===== src/rtl/multicycle_controller.sv =====
// rtl/multicycle_controller.sv - control FSM for a multicycle RV32I datapath
//
// Sequences each instruction through fetch / decode / execute / memory /
// writeback states and drives every datapath select and enable.
//
// Ports:
//   clk, rst_n      clock (rising edge), asynchronous active-low reset
//   op              opcode from IR, stable from DECODE onward
//   branch_cond     branch comparison result (1 = taken)
//   mem_ready       shared memory port completes its access this cycle
//   mem_req         memory access active this cycle
//   pc_write        PC load enable
//   ir_write        IR/OldPC load enable
//   reg_write       register file write enable
//   mem_write       data memory write strobe
//   adr_src         memory address select (0 = PC, 1 = ALUOut)
//   alu_src_a       ALU A select (PC / OldPC / rs1 / zero)
//   alu_src_b       ALU B select (rs2 / ImmExt / constant 4)
//   alu_op          ALU operation class (add / compare / funct-decoded)
//   result_src      result bus select (ALUOut / Data / ALUResult)
//   imm_src         immediate format, decoded from op in every state
//   illegal_op      sticky illegal-opcode trap flag
//   instret         retired instruction count, wraps
//   state           current FSM state (debug)
module multicycle_controller #(
  parameter bit MEM_WAIT     = 1'b1,
  parameter bit ENABLE_UTYPE = 1'b1,
  parameter int CNT_W        = 32
) (
  input  logic             clk,
  input  logic             rst_n,
  input  logic [6:0]       op,
  input  logic             branch_cond,
  input  logic             mem_ready,
  output logic             mem_req,
  output logic             pc_write,
  output logic             ir_write,
  output logic             reg_write,
  output logic             mem_write,
  output logic             adr_src,
  output logic [1:0]       alu_src_a,
  output logic [1:0]       alu_src_b,
  output logic [1:0]       alu_op,
  output logic [1:0]       result_src,
  output logic [2:0]       imm_src,
  output logic             illegal_op,
  output logic [CNT_W-1:0] instret,
  output logic [3:0]       state
);

  typedef enum logic [3:0] {
    S_FETCH    = 4'd0,
    S_DECODE   = 4'd1,
    S_MEMADR   = 4'd2,
    S_MEMREAD  = 4'd3,
    S_MEMWB    = 4'd4,
    S_MEMWRITE = 4'd5,
    S_EXECR    = 4'd6,
    S_ALUWB    = 4'd7,
    S_EXECI    = 4'd8,
    S_JAL      = 4'd9,
    S_BEQ      = 4'd10,
    S_JALR     = 4'd11,
    S_UTYPE    = 4'd12,
    S_TRAP     = 4'd13
  } state_t;

  localparam logic [6:0] OP_LOAD   = 7'b0000011;
  localparam logic [6:0] OP_STORE  = 7'b0100011;
  localparam logic [6:0] OP_RTYPE  = 7'b0110011;
  localparam logic [6:0] OP_ITYPE  = 7'b0010011;
  localparam logic [6:0] OP_BRANCH = 7'b1100011;
  localparam logic [6:0] OP_JAL    = 7'b1101111;
  localparam logic [6:0] OP_JALR   = 7'b1100111;
  localparam logic [6:0] OP_LUI    = 7'b0110111;
  localparam logic [6:0] OP_AUIPC  = 7'b0010111;

  state_t           state_q, state_d;
  logic             illegal_q, illegal_d;
  logic [CNT_W-1:0] instret_q, instret_d;
  logic             ready;

  // Without wait support every access is treated as completing immediately.
  assign ready = MEM_WAIT ? mem_ready : 1'b1;

  always_ff @(posedge clk or negedge rst_n) begin
    if (!rst_n) begin
      state_q   <= S_FETCH;
      illegal_q <= 1'b0;
      instret_q <= '0;
    end else begin
      state_q   <= state_d;
      illegal_q <= illegal_d;
      instret_q <= instret_d;
    end
  end

  always_comb begin
    state_d    = state_q;
    mem_req    = 1'b0;
    pc_write   = 1'b0;
    ir_write   = 1'b0;
    reg_write  = 1'b0;
    mem_write  = 1'b0;
    adr_src    = 1'b0;
    alu_src_a  = 2'b00;
    alu_src_b  = 2'b00;
    alu_op     = 2'b00;
    result_src = 2'b00;
    case (state_q)
      S_FETCH: begin
        // PC+4 goes straight from the ALU to the PC while IR loads.
        mem_req    = 1'b1;
        alu_src_b  = 2'b10;
        result_src = 2'b10;
        ir_write   = ready;
        pc_write   = ready;
        if (ready) state_d = S_DECODE;
      end
      S_DECODE: begin
        // OldPC + imm lands in ALUOut as the branch/jal target.
        alu_src_a = 2'b01;
        alu_src_b = 2'b01;
        case (op)
          OP_LOAD, OP_STORE: state_d = S_MEMADR;
          OP_RTYPE:          state_d = S_EXECR;
          OP_ITYPE:          state_d = S_EXECI;
          OP_BRANCH:         state_d = S_BEQ;
          OP_JAL:            state_d = S_JAL;
          OP_JALR:           state_d = S_JALR;
          OP_LUI, OP_AUIPC:  state_d = ENABLE_UTYPE ? S_UTYPE : S_TRAP;
          default:           state_d = S_TRAP;
        endcase
      end
      S_MEMADR: begin
        alu_src_a = 2'b10;
        alu_src_b = 2'b01;
        state_d   = op[5] ? S_MEMWRITE : S_MEMREAD;
      end
      S_MEMREAD: begin
        mem_req = 1'b1;
        adr_src = 1'b1;
        if (ready) state_d = S_MEMWB;
      end
      S_MEMWB: begin
        result_src = 2'b01;
        reg_write  = 1'b1;
        state_d    = S_FETCH;
      end
      S_MEMWRITE: begin
        mem_req   = 1'b1;
        adr_src   = 1'b1;
        mem_write = ready;
        if (ready) state_d = S_FETCH;
      end
      S_EXECR: begin
        alu_src_a = 2'b10;
        alu_op    = 2'b10;
        state_d   = S_ALUWB;
      end
      S_ALUWB: begin
        reg_write = 1'b1;
        state_d   = S_FETCH;
      end
      S_EXECI: begin
        alu_src_a = 2'b10;
        alu_src_b = 2'b01;
        alu_op    = 2'b10;
        state_d   = S_ALUWB;
      end
      S_JAL: begin
        // PC takes the target held in ALUOut; OldPC+4 is the link value.
        alu_src_a = 2'b01;
        alu_src_b = 2'b10;
        pc_write  = 1'b1;
        state_d   = S_ALUWB;
      end
      S_BEQ: begin
        alu_src_a = 2'b10;
        alu_op    = 2'b01;
        pc_write  = branch_cond;
        state_d   = S_FETCH;
      end
      S_JALR: begin
        // rs1+imm overwrites ALUOut, then JAL reuses the same link/jump path.
        alu_src_a = 2'b10;
        alu_src_b = 2'b01;
        state_d   = S_JAL;
      end
      S_UTYPE: begin
        // lui adds the immediate to zero, auipc adds it to OldPC.
        alu_src_a = op[5] ? 2'b11 : 2'b01;
        alu_src_b = 2'b01;
        state_d   = S_ALUWB;
      end
      S_TRAP: begin
        state_d = S_TRAP;
      end
      default: begin
        state_d = S_TRAP;
      end
    endcase
  end

  always_comb begin
    illegal_d = illegal_q | (state_d == S_TRAP);
    instret_d = instret_q;
    if (state_d == S_FETCH && state_q != S_FETCH) instret_d = instret_q + CNT_W'(1);
  end

  always_comb begin
    case (op)
      OP_LOAD, OP_JALR, OP_ITYPE: imm_src = 3'b000;
      OP_STORE:                   imm_src = 3'b001;
      OP_BRANCH:                  imm_src = 3'b010;
      OP_JAL:                     imm_src = 3'b011;
      OP_LUI, OP_AUIPC:           imm_src = 3'b100;
      default:                    imm_src = 3'b000;
    endcase
  end

  assign illegal_op = illegal_q;
  assign instret    = instret_q;
  assign state      = state_q;

endmodule


===== config.mk =====
export PLATFORM = sky130hd
export DESIGN_NAME = multicycle_controller
export DESIGN_NICKNAME = d
export VERILOG_FILES = /design/src/rtl/multicycle_controller.sv
export SDC_FILE = /design/constraint.sdc
export NUM_CORES = 1
export LEC_CHECK = 0
export BUFFER_PORTS_ARGS = -buffer_cell sky130_fd_sc_hd__buf_4
export CELL_PAD_IN_SITES_DETAIL_PLACEMENT = 0
export CELL_PAD_IN_SITES_GLOBAL_PLACEMENT = 1
export CORE_UTILIZATION = 39
export CTS_CLUSTER_DIAMETER = 100
export CTS_CLUSTER_SIZE = 25
export DETAILED_ROUTE_END_ITERATION = 12
export PLACE_DENSITY = 0.82
export SLEW_MARGIN = 15
export SYNTH_ARGS = -nofsm -noshare
export SYNTH_HDL_FRONTEND = slang
export SYNTH_SLANG_ARGS = --single-unit

===== constraint.sdc =====
create_clock -name clk -period 2.3 [get_ports clk]
set_input_delay 0.23 -clock clk [delete_from_list [all_inputs] [get_ports clk]]
set_output_delay 0.23 -clock clk [all_outputs]
set_load 0.005 [all_outputs]

**Word-level counts from Yosys, hierarchy flattened**

Index checks and enable logic that the tools add are counted.
W data, S select, Z words.

- Output and inout port bits: 54
- Flip-flop bits (word level): 37
- Input port bits: 11

- Bitwise operators: 1
- Reductions and logical operators: 16
- Add/subtract/negate cells: 1
- Muxes and demuxes: 18
- Equal/unequal tests: 22

Operator list:

| kind | count |
|---|---|
| $add A32 B1 Y32 const B | 1 |
| $pmux W4 S8 | 1 |
| $pmux W4 S7 | 1 |
| $eq A4 B4 Y1 const B | 6 |
| $eq A7 B6 Y1 const B | 3 |
| $eq A7 B7 Y1 const B | 3 |
| $eq A4 B3 Y1 const B | 4 |
| $eq A7 B5 Y1 const B | 2 |
| $reduce_or A2 Y1 | 7 |
| $mux W4 | 3 |
| $pmux W2 S2 | 3 |
| $pmux W3 S4 | 1 |
| $reduce_or A5 Y1 | 2 |
| $eq A4 B2 Y1 const B | 2 |
| $logic_not A4 Y1 | 2 |
| $eq A7 B2 Y1 const B | 1 |
| $pmux W2 S3 | 1 |
| $reduce_or A3 Y1 | 2 |
| $mux W1 | 5 |
| $eq A4 B1 Y1 const B | 1 |
| $reduce_bool A4 Y1 | 1 |
| $reduce_or A4 Y1 | 1 |
| $mux W3 | 1 |
| $pmux W1 S3 | 1 |
| 3 further kinds | 3 |

**Logic depth before layout (Yosys ltp)**

- Word-level depth: 6
- Gate-level depth with buffers: 8
- Depth with buffers taken out: 7

**Least setup slack after synthesis**

OpenSTA, ideal clock, no wires.

- Kind: reg-to-reg
- Start point: reg state_q[2], in the netlist state[2]
- End point: reg instret_q[29], in the netlist instret[29]
- Setup slack: 318 ps
- Arrival: 1,859 ps
- Library setup time: 123 ps
- Cell stages (with the launch flop): 8
- Data required time: 2,177 ps
- Path buffers: 1
- Cell sequence: dfrtp_1 buf_6 nor2_4 o21ai_2 a22o_4 nor4_4 or4b_1 xnor2_1

- Longest elaborated chain between the ends: 5
- Elaborated cells on any way between the ends: 22

Ends and longest elaborated chain:

| item | line | text |
|---|---|---|
| from (decl) | 78 | `state_t state_q, state_d;` |
| from (signal assigned) | 92 | `state_q <= state_d;` |
| $eq A4 B4 Y1 or $eq A4 B3 Y1 (tied branches) | 110 | `case (state_q)` |
| $reduce_or A4 Y1 (no line) or $reduce_or A3 Y1 (tied branches) | -- |  |
| $pmux W4 S8 * | 110 |  |
| named net state_d[3] | 78 |  |
| $logic_not A4 Y1 * | 208 | `if (state_d == S_FETCH && state_q != S_FETCH) instret_d = instret_q + CNT_W'(1);` |
| $logic_and A1 B1 Y1 * | 208 |  |
| to (signal assigned) | 94 | `instret_q <= instret_d;` |
| to (decl) | 80 | `logic [CNT_W-1:0] instret_q, instret_d;` |

The timed path passes the listed nets; every way through them passes the cells marked *.
A chain may end at the register's enable or synchronous reset.

**Worst setup path after layout**

- Start point: reg state_q[3], in the netlist state[3]
- End point: out alu_src_b[0]

- Longest elaborated chain between the ends: 3
- Elaborated cells on any way between the ends: 10

Ends and longest elaborated chain:

| item | line | text |
|---|---|---|
| $eq A4 B1 Y1 (tied with other cells) | 110 |  |
| $reduce_or A5 Y1 (no line) or $reduce_or A2 Y1 (tied branches) | -- |  |
| $pmux W2 S2 * | 110 |  |
| to (decl) | 42 | `output logic [1:0] alu_src_b,` |

Every way passes the cells marked *; elsewhere a longest branch is shown, timed or not.

==> metrics.yaml <==
ratio_of_cells_with_drive_above_1_in_the_final_layout: 0.3293
yosys-top-cells-area: "sky130_fd_sc_hd__dfrtp_1 (40%), sky130_fd_sc_hd__xor2_1 (8.6%), sky130_fd_sc_hd__xnor2_1 (4.5%), sky130_fd_sc_hd__nand2_1 (3.5%), sky130_fd_sc_hd__nor3_1 (3.4%)"
finalWorstPathRequiredPeriod_ns: 2.164
synth-main-ff-cell: "sky130_fd_sc_hd__dfrtp_1"
reg2reg_depth: 6
run_status: "finished, final reports clean"
hold_path_depth: 4
hold_path.class: "in2reg"
fp-row-count: 27
io_pins: 65
gr_overflow_total: 0
synth.top_cells.by_count: "sky130_fd_sc_hd__dfrtp_1 (37), sky130_fd_sc_hd__xor2_1 (23), sky130_fd_sc_hd__nand2_1 (22), sky130_fd_sc_hd__nor2_1 (18), sky130_fd_sc_hd__nor3_1 (16)"
critical_path_buf_inv_count: 3
holdPathEnd: "state[3]"
fin_cells: 400
slowest_delay_ns: 0.49
dr_total_vias: 2085
critical_path.top_delay_family: "flip-flops"
timing_worst_slew_pin_value_ns: 0.4712
period_utilisation_layout: 0.9409
cts_made_buffers: 5
worst_hold_slack_ns: 0.3631
via_count_of_the_first_global_routing_pass: 1954
clock-root-buffer: "sky130_fd_sc_hd__clkbuf_8"
drcViolationCount: 0
insertion_delay_ns: 0.29
detail-route-antenna-nets: 0
number_of_buffers_between_clock_root_and_the_deepest_sink: 2
synth_area_leader_cell: "sky130_fd_sc_hd__dfrtp_1"
final_wirelength_mm: 5.556
synth.ff_latch_count: 37
netlist_area_um2: 2341
grt_max_degree: 38
final_hold_viol_count: 0
required_ns: 2.07
synth_nets: 264
globalRouteTotalUtil: 0.1905
clk_pin_slew_ns: 0.07
layout.filler_cells: 525
finalWeightedCongestion: 0.8040
port-buffer-count: 64
timing.fmax_mhz: 462.1
design.final.nets: 340
static-leakage-power_nw: 1.479
grt_antenna_before_repair: 0
rrSetupSlack_ns: 0.18
placed_area_um2: 2969
utilization: 0.5469
layout_stage_area_growth_over_the_synthesis_result_pct: 31.80
worstPathCellList: "buf_4 > buf_4 > nor2b_1 > nor2_1 > a21oi_1 > o21ai_0 > buf_4"
wire_length_of_the_first_global_routing_pass_mm: 9.432
cts-htree-levels: 2
synth_seq_area_share: 0.3955
post-layout-total-power_mw: 3.012
area_of_the_core_um2: 5642
drt_first_pass_iters: 4
end_kind: "output port"
maxCapViolations: 0
post_route_standard_cell_area_excluding_fillers_um2: 3085
synthesis.yosys.warnings: 0
critPathSlowestCell: "sky130_fd_sc_hd__dfrtp_2"
critical_path.max_fanout: 11
die_width_um: 79.48
slew_viol_final: 0
synth-edff-count: 0
floorplan.die_area_um2: 6316
irDropWorstVdd_v: 0.0005027
worst-endpoint-arrival_ns: 1.93
syn_avg_cell_area_um2: 9.290
routedWlPerCell_um: 13.89
die_y_um: 79.48
clock_tree_sinks: 37
totalNegativeSetupSlack_ns: 0
yosysUniqueCellTypes: 58
start_util: 0.4149
relSlewSlack: 0.6859
setup_repair_after_global_routing_missed_its_margin: "no"
preCtsSetupSlack_ns: 0.1054
worst_setup_path_start_kind: "register"
worst_path_most_repeated_cell: "sky130_fd_sc_hd__buf_4"
count_leader_synth: "sky130_fd_sc_hd__dfrtp_1"
diodes: 0
setup_violations: 0
drt_first_iter_violations: 100
capture_point_of_the_worst_reg_to_reg_path: "instret[29]"
netlist_instances: 252
worstReg2RegStart: "instret[12]"
cts_tree: "done"
skew_ns: 0.004941
place_inst: 391
timing.final.ws_setup_ns: 0.1359
power_density_nw_per_um2: 976.3
detail_route.vias_per_cell: 5.213
dp_hpwl_mm: 4.241
hold_path_startpoint: "op[6]"
setup.worst_path.class: "reg2out"
post-synth-top-area-fraction: 0.3955
ys_async_sr_fraction: 1.000
cell families after synthesis:
| logic type | synth area share |
|---|---|
| AOI/OAI and AO/OA | 0.1032 |
| buffers and inverters | 0.04649 |
| muxes | 0.01390 |
| adders and majority gates | 0.005344 |
| DFF | 0.3955 |
| xor gates and xnor gates | 0.1309 |
| and+or+nand+nor | 0.3047 |
timing repair:
| action | in CTS | in global routing |
|---|---|---|
| endpoints found under the hold margin | 37 | 0 |
| setup buffers | 0 | 1 |
| setup endpoints to repair | 0 | 18 |
| resized for setup | 0 | 4 |
| hold buffers | 1 | 0 |
worst register-to-register path, stage by stage (launching register included):
cell,delay [ns]
sky130_fd_sc_hd__dfrtp_1,0.43
sky130_fd_sc_hd__and4_1,0.26
sky130_fd_sc_hd__and3_4,0.23
sky130_fd_sc_hd__nand3b_1,0.14
sky130_fd_sc_hd__nor4_4,0.31
sky130_fd_sc_hd__or4b_1,0.50
sky130_fd_sc_hd__xnor2_1,0.15
sequential cells by signal (all words and copies together), names as in the netlist:
register,cells
instret,32
state,4
illegal_op,1
final cells by class:
type | instances | area, um2 | area share
timing repair buffer | 81 | 623.1 | 0.2019
inverter | 11 | 41.29 | 0.01338
sequential | 37 | 929.6 | 0.3013
tap | 72 | 90.09 | 0.02920
clock buffer | 7 | 86.33 | 0.02798
multi-input combinational | 192 | 1315 | 0.4262
report_power, final:
group / switching, mW / total, mW / internal, mW
combinational: 0.827 / 1.64 / 0.809
clock: 0.217 / 0.454 / 0.238
sequential: 0.169 / 0.921 / 0.752
per-layer routing:
metal,track usage,up-vias,routed length (um)
met5,0,-,0
met4,0.05455,0,54
met3,0.03429,7,202
met2,0.3111,38,2683
met1,0.2561,996,2615
li1,-,1044,-
worst max-delay path by stage:
stage	to	cells after the start	slack (ns)	startpoint
finish	alu_src_b[0]	7	0.14	state[3]
global route	alu_src_b[0]	7	0.03	state[3]
CTS	alu_src_b[0]	7	0.008	state[3]
detailed placement	instret[29]	6	0.11	state[2]
global placement	instret[30]	6	0.14	state[2]
floorplan	instret[29]	7	0.32	state[2]
cell usage in the layout, fill, tap and decap left out, types with 3 or more instances in the layout:
cell | synthesis | routed
sky130_fd_sc_hd__buf_4 | 3 | 79
sky130_fd_sc_hd__dfrtp_1 | 37 | 34
sky130_fd_sc_hd__xor2_1 | 23 | 23
sky130_fd_sc_hd__nand2_1 | 22 | 22
sky130_fd_sc_hd__nor2_1 | 18 | 18
sky130_fd_sc_hd__nor3_1 | 16 | 16
sky130_fd_sc_hd__nand3_1 | 14 | 14
sky130_fd_sc_hd__nor4_1 | 12 | 12
sky130_fd_sc_hd__xnor2_1 | 12 | 12
sky130_fd_sc_hd__inv_1 | 9 | 9
sky130_fd_sc_hd__o21ai_0 | 6 | 6
sky130_fd_sc_hd__clkbuf_8 | 0 | 6
sky130_fd_sc_hd__a21oi_1 | 5 | 5
sky130_fd_sc_hd__nand3b_1 | 5 | 5
sky130_fd_sc_hd__nand2b_1 | 4 | 4
sky130_fd_sc_hd__a31oi_1 | 4 | 4
sky130_fd_sc_hd__or3_1 | 4 | 4
sky130_fd_sc_hd__nor2b_1 | 3 | 3
sky130_fd_sc_hd__nand3_2 | 3 | 3
sky130_fd_sc_hd__and3_1 | 3 | 3
sky130_fd_sc_hd__nand4_1 | 3 | 3
sky130_fd_sc_hd__and4_1 | 3 | 3
sky130_fd_sc_hd__dfrtp_2 | 0 | 3
No activity file was read; power rests on OpenSTA's default activity.
